**config.mk**
```make
export PLATFORM = sky130hd
export DESIGN_NAME = wave_sequencer
export DESIGN_NICKNAME = d
export VERILOG_FILES = /design/src/rtl/wave_seq_pkg.sv /design/src/rtl/wave_sel_mux.sv /design/src/rtl/wave_sequencer.sv
export SDC_FILE = /design/constraint.sdc
export NUM_CORES = 1
export LEC_CHECK = 0
export CORE_MARGIN = 2
export CORE_UTILIZATION = 40
export CTS_CLUSTER_SIZE = 25
export DETAILED_ROUTE_END_ITERATION = 7
export PLACE_DENSITY = 0.69
export SLEW_MARGIN = 5
export SYNTH_ARGS = -nofsm -noshare
export SYNTH_HDL_FRONTEND = slang
export SYNTH_SLANG_ARGS = --single-unit
```
**constraint.sdc**
```tcl
create_clock -name clk -period 2.3 [get_ports clk]
set_input_delay 0.46 -clock clk [delete_from_list [all_inputs] [get_ports clk]]
set_output_delay 0.46 -clock clk [all_outputs]
set_load 0.03 [all_outputs]
```
**src/rtl/wave_seq_pkg.sv**
```systemverilog
// Shared types and constants for the waveform sequencer.
// Latency: n/a (declarations only).
// Backpressure: n/a.
package wave_seq_pkg;

  localparam int DIV_W = 27;
  localparam int FNC_W = 6;

  typedef enum logic [1:0] {
    WAVE_TRI = 2'd0,
    WAVE_SAW = 2'd1,
    WAVE_SQR = 2'd2,
    WAVE_OFF = 2'd3
  } wave_t;

  typedef enum logic [1:0] {
    ST_RUN       = 2'd0,
    ST_WAIT_ZERO = 2'd1,
    ST_RESTART   = 2'd2,
    ST_SETTLE    = 2'd3
  } seq_state_t;

  // Raise a requested divider to the smallest legal value.
  function automatic logic [DIV_W-1:0] clamp_div(input logic [DIV_W-1:0] req,
                                                 input logic [DIV_W-1:0] lo);
    return (req < lo) ? lo : req;
  endfunction

endpackage

```
**src/rtl/wave_sel_mux.sv**
```systemverilog
// Selects one generator output by waveform code, with OFF and force-to-zero.
// Latency: fnc is registered, 1 cycle behind the generator inputs; sel_fnc is combinational.
// Backpressure: none, free-running every cycle.
module wave_sel_mux
  import wave_seq_pkg::*;
(
  input  logic             clk,
  input  logic             rst,
  input  wave_t            sel,
  input  logic             force_zero,
  input  logic [FNC_W-1:0] tri_fnc,
  input  logic [FNC_W-1:0] saw_fnc,
  input  logic [FNC_W-1:0] sqr_fnc,
  output logic [FNC_W-1:0] sel_fnc,
  output logic [FNC_W-1:0] fnc
);

  logic [FNC_W-1:0] fnc_d;
  logic [FNC_W-1:0] fnc_q;

  // Pick the active generator; OFF contributes a flat zero.
  always_comb begin
    sel_fnc = '0;
    unique case (sel)
      WAVE_TRI: sel_fnc = tri_fnc;
      WAVE_SAW: sel_fnc = saw_fnc;
      WAVE_SQR: sel_fnc = sqr_fnc;
      WAVE_OFF: sel_fnc = '0;
    endcase
  end

  // Blank the output while the generators restart and settle.
  always_comb begin
    fnc_d = force_zero ? '0 : sel_fnc;
  end

  // Output register feeding the pin bus.
  always_ff @(posedge clk) begin
    if (rst) begin
      fnc_q <= '0;
    end else begin
      fnc_q <= fnc_d;
    end
  end

  assign fnc = fnc_q;

endmodule

```
**src/rtl/wave_sequencer.sv**
```systemverilog
// Applies waveform/divider commands at a zero crossing; optional zero-wait timeout via WAVE_SEQ_TIMEOUT_EN.
// Latency: outputs registered; fnc lags generators by 1 cycle; switch = wait-for-zero + 1 restart + SETTLE_CYC.
// Backpressure: cmd_ready high only in RUN; upstream holds cmd_valid until accepted.
module wave_sequencer
  import wave_seq_pkg::*;
#(
  parameter logic [DIV_W-1:0] DEFAULT_DIV = 27'd100_000,
  parameter logic [DIV_W-1:0] MIN_DIV     = 27'd128,
  parameter int               SETTLE_CYC  = 2,
  parameter logic [DIV_W-1:0] TIMEOUT_CYC = 27'd67_108_863
) (
  input  logic             clk,
  input  logic             rst,
  input  logic             cmd_valid,
  output logic             cmd_ready,
  input  logic [1:0]       cmd_wave,
  input  logic [DIV_W-1:0] cmd_div,
  input  logic [FNC_W-1:0] tri_fnc,
  input  logic [FNC_W-1:0] saw_fnc,
  input  logic [FNC_W-1:0] sqr_fnc,
  output logic [DIV_W-1:0] div,
  output logic             gen_rst,
  output logic [FNC_W-1:0] fnc,
  output logic [1:0]       cur_wave,
  output logic             clamped,
  output logic             timeout
);

  localparam int CNT_W = $clog2(SETTLE_CYC + 1);
  localparam logic [CNT_W-1:0] SETTLE_LAST = CNT_W'(SETTLE_CYC - 1);

  seq_state_t       state_q, state_d;
  wave_t            cur_wave_q, cur_wave_d;
  wave_t            pend_wave_q, pend_wave_d;
  logic [DIV_W-1:0] div_q, div_d;
  logic [DIV_W-1:0] pend_div_q, pend_div_d;
  logic             clamped_q, clamped_d;
  logic             gen_rst_q, gen_rst_d;
  logic             cmd_ready_q, cmd_ready_d;
  logic [CNT_W-1:0] settle_cnt_q, settle_cnt_d;

  logic             accept;
  logic             zero_seen;
  logic             tmo_hit;
  logic             force_zero;
  logic [FNC_W-1:0] sel_fnc;
  wave_t            req_wave;
  logic [DIV_W-1:0] req_div;

  assign accept    = cmd_valid && cmd_ready_q;
  assign req_wave  = wave_t'(cmd_wave);
  assign req_div   = clamp_div(cmd_div, MIN_DIV);
  assign zero_seen = (sel_fnc == '0) || (cur_wave_q == WAVE_OFF);

  // Sequencer next-state: latch commands, wait for a zero, restart, settle.
  always_comb begin
    state_d      = state_q;
    cur_wave_d   = cur_wave_q;
    pend_wave_d  = pend_wave_q;
    div_d        = div_q;
    pend_div_d   = pend_div_q;
    clamped_d    = clamped_q;
    gen_rst_d    = 1'b0;
    settle_cnt_d = settle_cnt_q;
    unique case (state_q)
      ST_RUN: begin
        if (accept) begin
          pend_wave_d = req_wave;
          pend_div_d  = req_div;
          clamped_d   = (cmd_div < MIN_DIV);
          // A command matching the live config needs no restart at all.
          if (!((req_wave == cur_wave_q) && (req_div == div_q))) begin
            state_d = ST_WAIT_ZERO;
          end
        end
      end
      ST_WAIT_ZERO: begin
        if (zero_seen || tmo_hit) begin
          state_d    = ST_RESTART;
          gen_rst_d  = 1'b1;
          div_d      = pend_div_q;
          cur_wave_d = pend_wave_q;
        end
      end
      ST_RESTART: begin
        settle_cnt_d = '0;
        state_d      = (SETTLE_CYC == 0) ? ST_RUN : ST_SETTLE;
      end
      ST_SETTLE: begin
        if (settle_cnt_q == SETTLE_LAST) begin
          state_d = ST_RUN;
        end else begin
          settle_cnt_d = settle_cnt_q + CNT_W'(1);
        end
      end
    endcase
    cmd_ready_d = (state_d == ST_RUN);
  end

  assign force_zero = (state_d == ST_RESTART) || (state_d == ST_SETTLE);

  // FSM and registered outputs.
  always_ff @(posedge clk) begin
    if (rst) begin
      state_q      <= ST_RUN;
      cur_wave_q   <= WAVE_OFF;
      pend_wave_q  <= WAVE_OFF;
      div_q        <= DEFAULT_DIV;
      pend_div_q   <= DEFAULT_DIV;
      clamped_q    <= 1'b0;
      gen_rst_q    <= 1'b0;
      cmd_ready_q  <= 1'b1;
      settle_cnt_q <= '0;
    end else begin
      state_q      <= state_d;
      cur_wave_q   <= cur_wave_d;
      pend_wave_q  <= pend_wave_d;
      div_q        <= div_d;
      pend_div_q   <= pend_div_d;
      clamped_q    <= clamped_d;
      gen_rst_q    <= gen_rst_d;
      cmd_ready_q  <= cmd_ready_d;
      settle_cnt_q <= settle_cnt_d;
    end
  end

`ifdef WAVE_SEQ_TIMEOUT_EN
  logic [DIV_W-1:0] tmo_cnt_q, tmo_cnt_d;
  logic             timeout_q, timeout_d;

  // Fires on the wait cycle where the count of waited cycles reaches the limit.
  assign tmo_hit = (state_q == ST_WAIT_ZERO) && ((tmo_cnt_q + DIV_W'(1)) == TIMEOUT_CYC);

  // Wait counter runs only in WAIT_ZERO; flag records a forced switch until the next accept.
  always_comb begin
    tmo_cnt_d = '0;
    timeout_d = timeout_q;
    if (state_q == ST_WAIT_ZERO) begin
      tmo_cnt_d = tmo_cnt_q + DIV_W'(1);
    end
    if (accept) begin
      timeout_d = 1'b0;
    end
    if (tmo_hit && !zero_seen) begin
      timeout_d = 1'b1;
    end
  end

  // Timeout state registers.
  always_ff @(posedge clk) begin
    if (rst) begin
      tmo_cnt_q <= '0;
      timeout_q <= 1'b0;
    end else begin
      tmo_cnt_q <= tmo_cnt_d;
      timeout_q <= timeout_d;
    end
  end

  assign timeout = timeout_q;
`else
  logic unused_tmo_cfg;
  assign unused_tmo_cfg = ^TIMEOUT_CYC;
  assign tmo_hit = 1'b0;
  assign timeout = 1'b0;
`endif

  wave_sel_mux u_mux (
    .clk        (clk),
    .rst        (rst),
    .sel        (cur_wave_q),
    .force_zero (force_zero),
    .tri_fnc    (tri_fnc),
    .saw_fnc    (saw_fnc),
    .sqr_fnc    (sqr_fnc),
    .sel_fnc    (sel_fnc),
    .fnc        (fnc)
  );

  assign div       = div_q;
  assign gen_rst   = gen_rst_q;
  assign cur_wave  = cur_wave_q;
  assign clamped   = clamped_q;
  assign cmd_ready = cmd_ready_q;

endmodule

```
# ---- Word level (Yosys, flattened, before mapping)
# Index checks and enable logic that the tools add are counted.
dict set report op_classes {
  n_addsub 1
  order_cmp 1
  eq_ne 12
  mux 10
  n_bitwise 1
  reduce_logical 14
}
# op count
set op_table {}
lappend op_table {{$eq 27x27->1} 1}
lappend op_table {{$lt 27x8->1 const B} 1}
lappend op_table {{$mux 27} 1}
lappend op_table {{$pmux 6 s4} 1}
lappend op_table {{$eq 2x2->1 const B} 6}
lappend op_table {{$mux 2} 5}
lappend op_table {{$pmux 2 s4} 1}
lappend op_table {{$eq 2x1->1 const B} 3}
lappend op_table {{$logic_not 2->1} 3}
lappend op_table {{$logic_not 6->1} 1}
lappend op_table {{$reduce_and 2->1} 3}
lappend op_table {{$pmux 2 s2} 1}
lappend op_table {{$reduce_or 2->1} 2}
lappend op_table {{$add 2x1->2 const B} 1}
lappend op_table {{$eq 2x2->1} 1}
lappend op_table {{$logic_and 1x1->1} 2}
lappend op_table {{$logic_or 1x1->1} 2}
lappend op_table {{$ne 2x2->1 const B} 1}
lappend op_table {{$reduce_bool 2->1} 1}
lappend op_table {{$mux 1} 1}
lappend op_table {{$not 1->1} 1}
dict set report word_totals {
  register_bits 71
  in_bits 50
  output_inout_bits 39
  wordCells 49
}

# ---- Depth between registers and ports, before layout
dict set report depth {
  ltp_word 10
  depth_mapped 8
  ltp_nobuf 6
}

# ---- Cells and area by module
# From an unflattened synthesis, not the netlist that was laid out.
dict set report unflattened {
  hier_cells 395
  hier_area_um2 3260.6
}
# mod n_inst cells_each area_each_um2
set modules_own_cells {}
lappend modules_own_cells {wave_sequencer 1 354 2822.7}
lappend modules_own_cells {wave_sel_mux 1 41 437.9}

# ---- Least setup slack after synthesis
# No wires, ideal clock.
dict set report synth_timing {
  path_type {register to register}
  startpoint {reg cur_wave_q[0], in the netlist cur_wave[0]}
  endpoint {reg div_q[15], in the netlist div[15]}
  setup_ps 122
  arrival_ps 2061
  required_time_ps 2178
  path_slack_ps 116
  stages_incl_launch_ff 9
  path_buffers 2
  synth_period_minus_slack_ps 2184
  path_cell_list {dfxtp_1 buf_2 and2b_1 o2bb2ai_1 and4bb_1 and2_1 buf_2 a21oi_1 a311o_1}
}
dict set report synth_via {
  elab_chain_cells 5
  elab_cells_between_ends 8
  cone_classes {eq/ne: 3; mux: 1; reduce/logical: 4}
}
# element line
set synth_rtl {}
lappend synth_rtl {{start, declared} wave_sequencer.sv:33} ;# wave_t cur_wave_q, cur_wave_d;
lappend synth_rtl {{start signal, assigned} wave_sequencer.sv:116} ;# cur_wave_q <= cur_wave_d;
lappend synth_rtl {{$eq 2x2->1 (tied with other cells)} {wave_sel_mux.sv:24, wave_sequencer.sv:53}}
lappend synth_rtl {{$pmux 6 s4} wave_sel_mux.sv:24} ;# unique case (sel)
lappend synth_rtl {{$logic_not 6->1} wave_sequencer.sv:53} ;# assign zero_seen = (sel_fnc == '0) || (cur_wave_q == WAVE_OFF);
lappend synth_rtl {{$logic_or 1x1->1 (*)} wave_sequencer.sv:53}
lappend synth_rtl {{$reduce_and 2->1 (no source line) (*)} n/a}
lappend synth_rtl {{end signal, assigned} wave_sequencer.sv:118} ;# div_q <= div_d;
lappend synth_rtl {{end, declared} wave_sequencer.sv:35} ;# logic [DIV_W-1:0] div_q, div_d;
# Mark *: on every way between the ends. The rest lies on a longest branch, timed or not.
# A chain may end at the register's enable or synchronous reset.

# ---- Worst setup path in the final report
dict set report layout_timing {
  startpoint {in cmd_div[15]}
  endpoint {reg state_q[0]}
}
dict set report layout_via {
  elab_chain_cells 7
}
# element line
set layout_rtl {}
lappend layout_rtl {{start, declared} wave_sequencer.sv:17} ;# input logic [DIV_W-1:0] cmd_div,
lappend layout_rtl {{$lt 27x8->1} wave_seq_pkg.sv:26} ;# return (req < lo) ? lo : req;
lappend layout_rtl {{$mux 27 (*)} wave_seq_pkg.sv:26}
lappend layout_rtl {{$eq 27x27->1 (*)} wave_sequencer.sv:72} ;# if (!((req_wave == cur_wave_q) && (req_div == div_q))) begin
lappend layout_rtl {{$logic_and 1x1->1 (*)} wave_sequencer.sv:72}
lappend layout_rtl {{$mux 2 (*)} wave_sequencer.sv:72}
lappend layout_rtl {{$mux 2 (*)} wave_sequencer.sv:67} ;# if (accept) begin
lappend layout_rtl {{$pmux 2 s4 (*)} wave_sequencer.sv:65} ;# unique case (state_q)
lappend layout_rtl {{end signal, assigned} wave_sequencer.sv:115} ;# state_q <= state_d;
lappend layout_rtl {{end, declared} wave_sequencer.sv:32} ;# seq_state_t state_q, state_d;
# Marked as above.

==> impl_metrics.tcl <==
set metrics [dict create \
    outcome "finished clean" \
    finalHoldViolations 0 \
    cts_buffer_depth 2 \
    syn-num-nets 401 \
    reg2reg_from "div[1]$_SDFFE_PP0P_" \
    synth_area_leader_cell "dfxtp_1" \
    synthArstFlopShare_pct 0 \
    nets 525 \
    synth.area.top_cells "dfxtp_1, mux2i_1, nand2_1" \
    drt-initial-drc-count 120 \
    htree_levels 3 \
    rsz0062_at_grt "yes" \
    relSlewSlack_pct 46.1 \
    viasPerCell 5.06 \
    synth_seq_cells 71 \
    clkSinkCount 71 \
    hold_buffers 0 \
    synth-seq-area-share_pct 45.9 \
    rr_endpoint "state_q[0]$_SDFF_PP0_" \
    critPathBufInv 3 \
    cpPeakStageDelay_ps 520 \
    max_freq_ghz 0.447 \
    gp_congestion 0.870 \
    worst_slew_pin_slew_ps 809 \
    layout_commonest_cell "clkdlybuf4s50_1" \
    slowest_stage "clkdlybuf4s50_1" \
    first_pass_iters 4 \
    cp-startpoint "cmd_div[15]" \
    grt_pass1_vias 2951 \
    grt_max_degree 46 \
    globalRouteOverflowTotal 0 \
    core_sq_um 7610 \
    vdd_ir_drop_max_mv 0.464 \
    path_depth 8 \
    dieHeight_microns 92.0 \
    max_cap_violations 0 \
    stdcell_count 581 \
    drive_above_1_share_pct 16.9 \
    clk_pin_slew_ps 70 \
    drc 0 \
    worstPathArrival_ps 2430 \
    worstRegToRegCells 5 \
    dieArea_sq_um 8460 \
    cp_max_fo 3 \
    routed_wirelength_microns 8400 \
    min_from "cmd_div[24]" \
    crit_chain "clkdlybuf4s50_1 -> buf_4 -> inv_1 -> a222oi_1 -> nand4_1 -> a2111oi_4 -> a311o_2 -> o41ai_1" \
    worst_slack_ps 62.3 \
    ios 89 \
    syn_area_sq_um 3100 \
    root_buffer "clkbuf_8" \
    setup_viol 0 \
    synthFlopType "dfxtp_1" \
    ant_nets 0 \
    fp.dieW_microns 92.0 \
    critical_path_required_ps 2490 \
    startpoint_type "input pin" \
    num_rows 32 \
    grt_use_total_pct 20.0 \
    dpl_worst_slack_ps -427 \
    cts_buffers 9 \
    area_delta_synth_final_pct 50.6 \
    p_leak_uw 0.00208 \
    grt_pass1_wl_microns 13500 \
    final_max_slew_viol_count 0 \
    cts_tree "done" \
    ys_warn_count 0 \
    endpoint "state_q[0]$_SDFF_PP0_" \
    finalCritPeriodShare_pct 97.3 \
    portBuffers 87 \
    dp.cells 564 \
    vias 2940 \
    synth_top_area_share_pct 45.9 \
    synth-edff-count 0 \
    antenna_cells 0 \
    synth_cells 350 \
    syn_area_per_cell_sq_um 8.85 \
    worstSetupPathType "input pin to flop" \
    post-route-util_pct 61.3 \
    insertion_delay_ps 330 \
    cp-end-kind "flop" \
    antenna_found_initial 0 \
    wl_per_cell_microns 14.5 \
    hold_path.class "input pin to flop" \
    power_density_nw_per_um2 1100 \
    dp_hpwl_microns 6120 \
    skew_ps 5.35 \
    mostFrequentLayoutCells "clkdlybuf4s50_1, dfxtp_1, nand2_1" \
    period_needed_ps 2240 \
    start_util_pct 40.7 \
    synth.distinct_cells 44 \
    r2r_setup_slack_ps 140 \
    critical_path.top_delay_family "compound AO/OA/AOI/OAI gates" \
]
## through the flow
step | instance area [sq um] | power [uW] | hold slack (ps) | TNS, ps
after floorplan | 3100 | 3170 | 428 | 0
after global placement | 4370 | 4140 | 438 | -927
after detailed placement | 4370 | 4200 | 445 | -1150
after CTS | 4580 | 5170 | 455 | 0
after global routing | 4660 | 5450 | 466 | -25.4
final | 4660 | 5150 | 451 | 0
## synth_stat cells (2+ instances only)
library cell	number
dfxtp_1	71
buf_1	2
or2_2	2
mux2i_1	27
nor3_1	8
nor4_1	9
o21ai_0	2
nand3b_1	6
a311o_1	2
or4_1	2
a211o_1	6
nor2_1	29
and3_1	9
nand2b_1	4
nand3_1	10
a2bb2oi_1	5
xor2_1	16
inv_1	5
xnor2_1	6
buf_2	7
nand2_1	55
a21oi_1	30
and2_1	2
clkbuf_1	13
nand4_1	3
## layout make-up
cell class,instances,area [sq um]
fill,672,2940
multi-input combinational,251,1640
sequential,71,1420
timing repair buffer,136,1270
clock buffer,12,145
tap,102,128
clock inverter,4,45.0
inverter,5,18.8
## report_power, final
group          leakage [uW]  switching [uW]  internal, uW
Combinational       0.00140            1290          1150
Sequential         0.000578             226          1520
Clock              0.000100             433           526
Total               0.00208            1950          3200
## worst min path at each step
stage / to / slack, ps / depth (start not counted)
detailed placement: pend_div_q[3]$_SDFFE_PP0P_ / 440 / 2
floorplan: pend_div_q[5]$_SDFFE_PP1P_ / 430 / 2
global route: pend_div_q[24]$_SDFFE_PP0P_ / 470 / 3
global placement: pend_div_q[1]$_SDFFE_PP0P_ / 440 / 2
finish: pend_div_q[24]$_SDFFE_PP0P_ / 450 / 3
CTS: pend_div_q[1]$_SDFFE_PP0P_ / 460 / 2
## cells by family (layout without fill, tap and decap cells)
group	Yosys count	in the layout	synth area share [%]
DFF	71	71	45.9
muxes	28	28	9.09
adders and majority gates	1	1	0.404
xor gates and xnor gates	22	22	6.22
other	1	1	0.121
and+or+nand+nor	144	144	22.3
buffers and inverters	28	157	3.80
AOI/OAI and AO/OA	55	55	12.2
## state kept, by name, summed over array words and instances (netlist names)
name and cells:
div 27, pend_div_q 27, u_mux.fnc 6, cur_wave 2, pend_wave_q 2, settle_cnt_q 2
state_q 2, clamped 1, cmd_ready 1, gen_rst 1
## repair_timing
action | 4_1_cts | 5_1_grt
setup endpoints to repair | 2 | 5
gates resized for setup | 3 | 21
buffers inserted | 1 | 0
pin swaps | 4 | 10
## worst min-delay path: cells and delay by family
kind	cells	cell delay (ps)
AO/OA/AOI/OAI	1	50
AND/OR/NAND/NOR	1	70
buffers and inverters	1	160
## metal layers
layer	vias to the layer above	GRT usage [%]	routed length, microns
met5	-	0	0
met4	0	7.09	68
met3	7	4.03	633
met2	103	34.1	3900
met1	1367	25.2	3790
li1	1463	-	-
No activity file was read; power rests on OpenSTA's default activity.
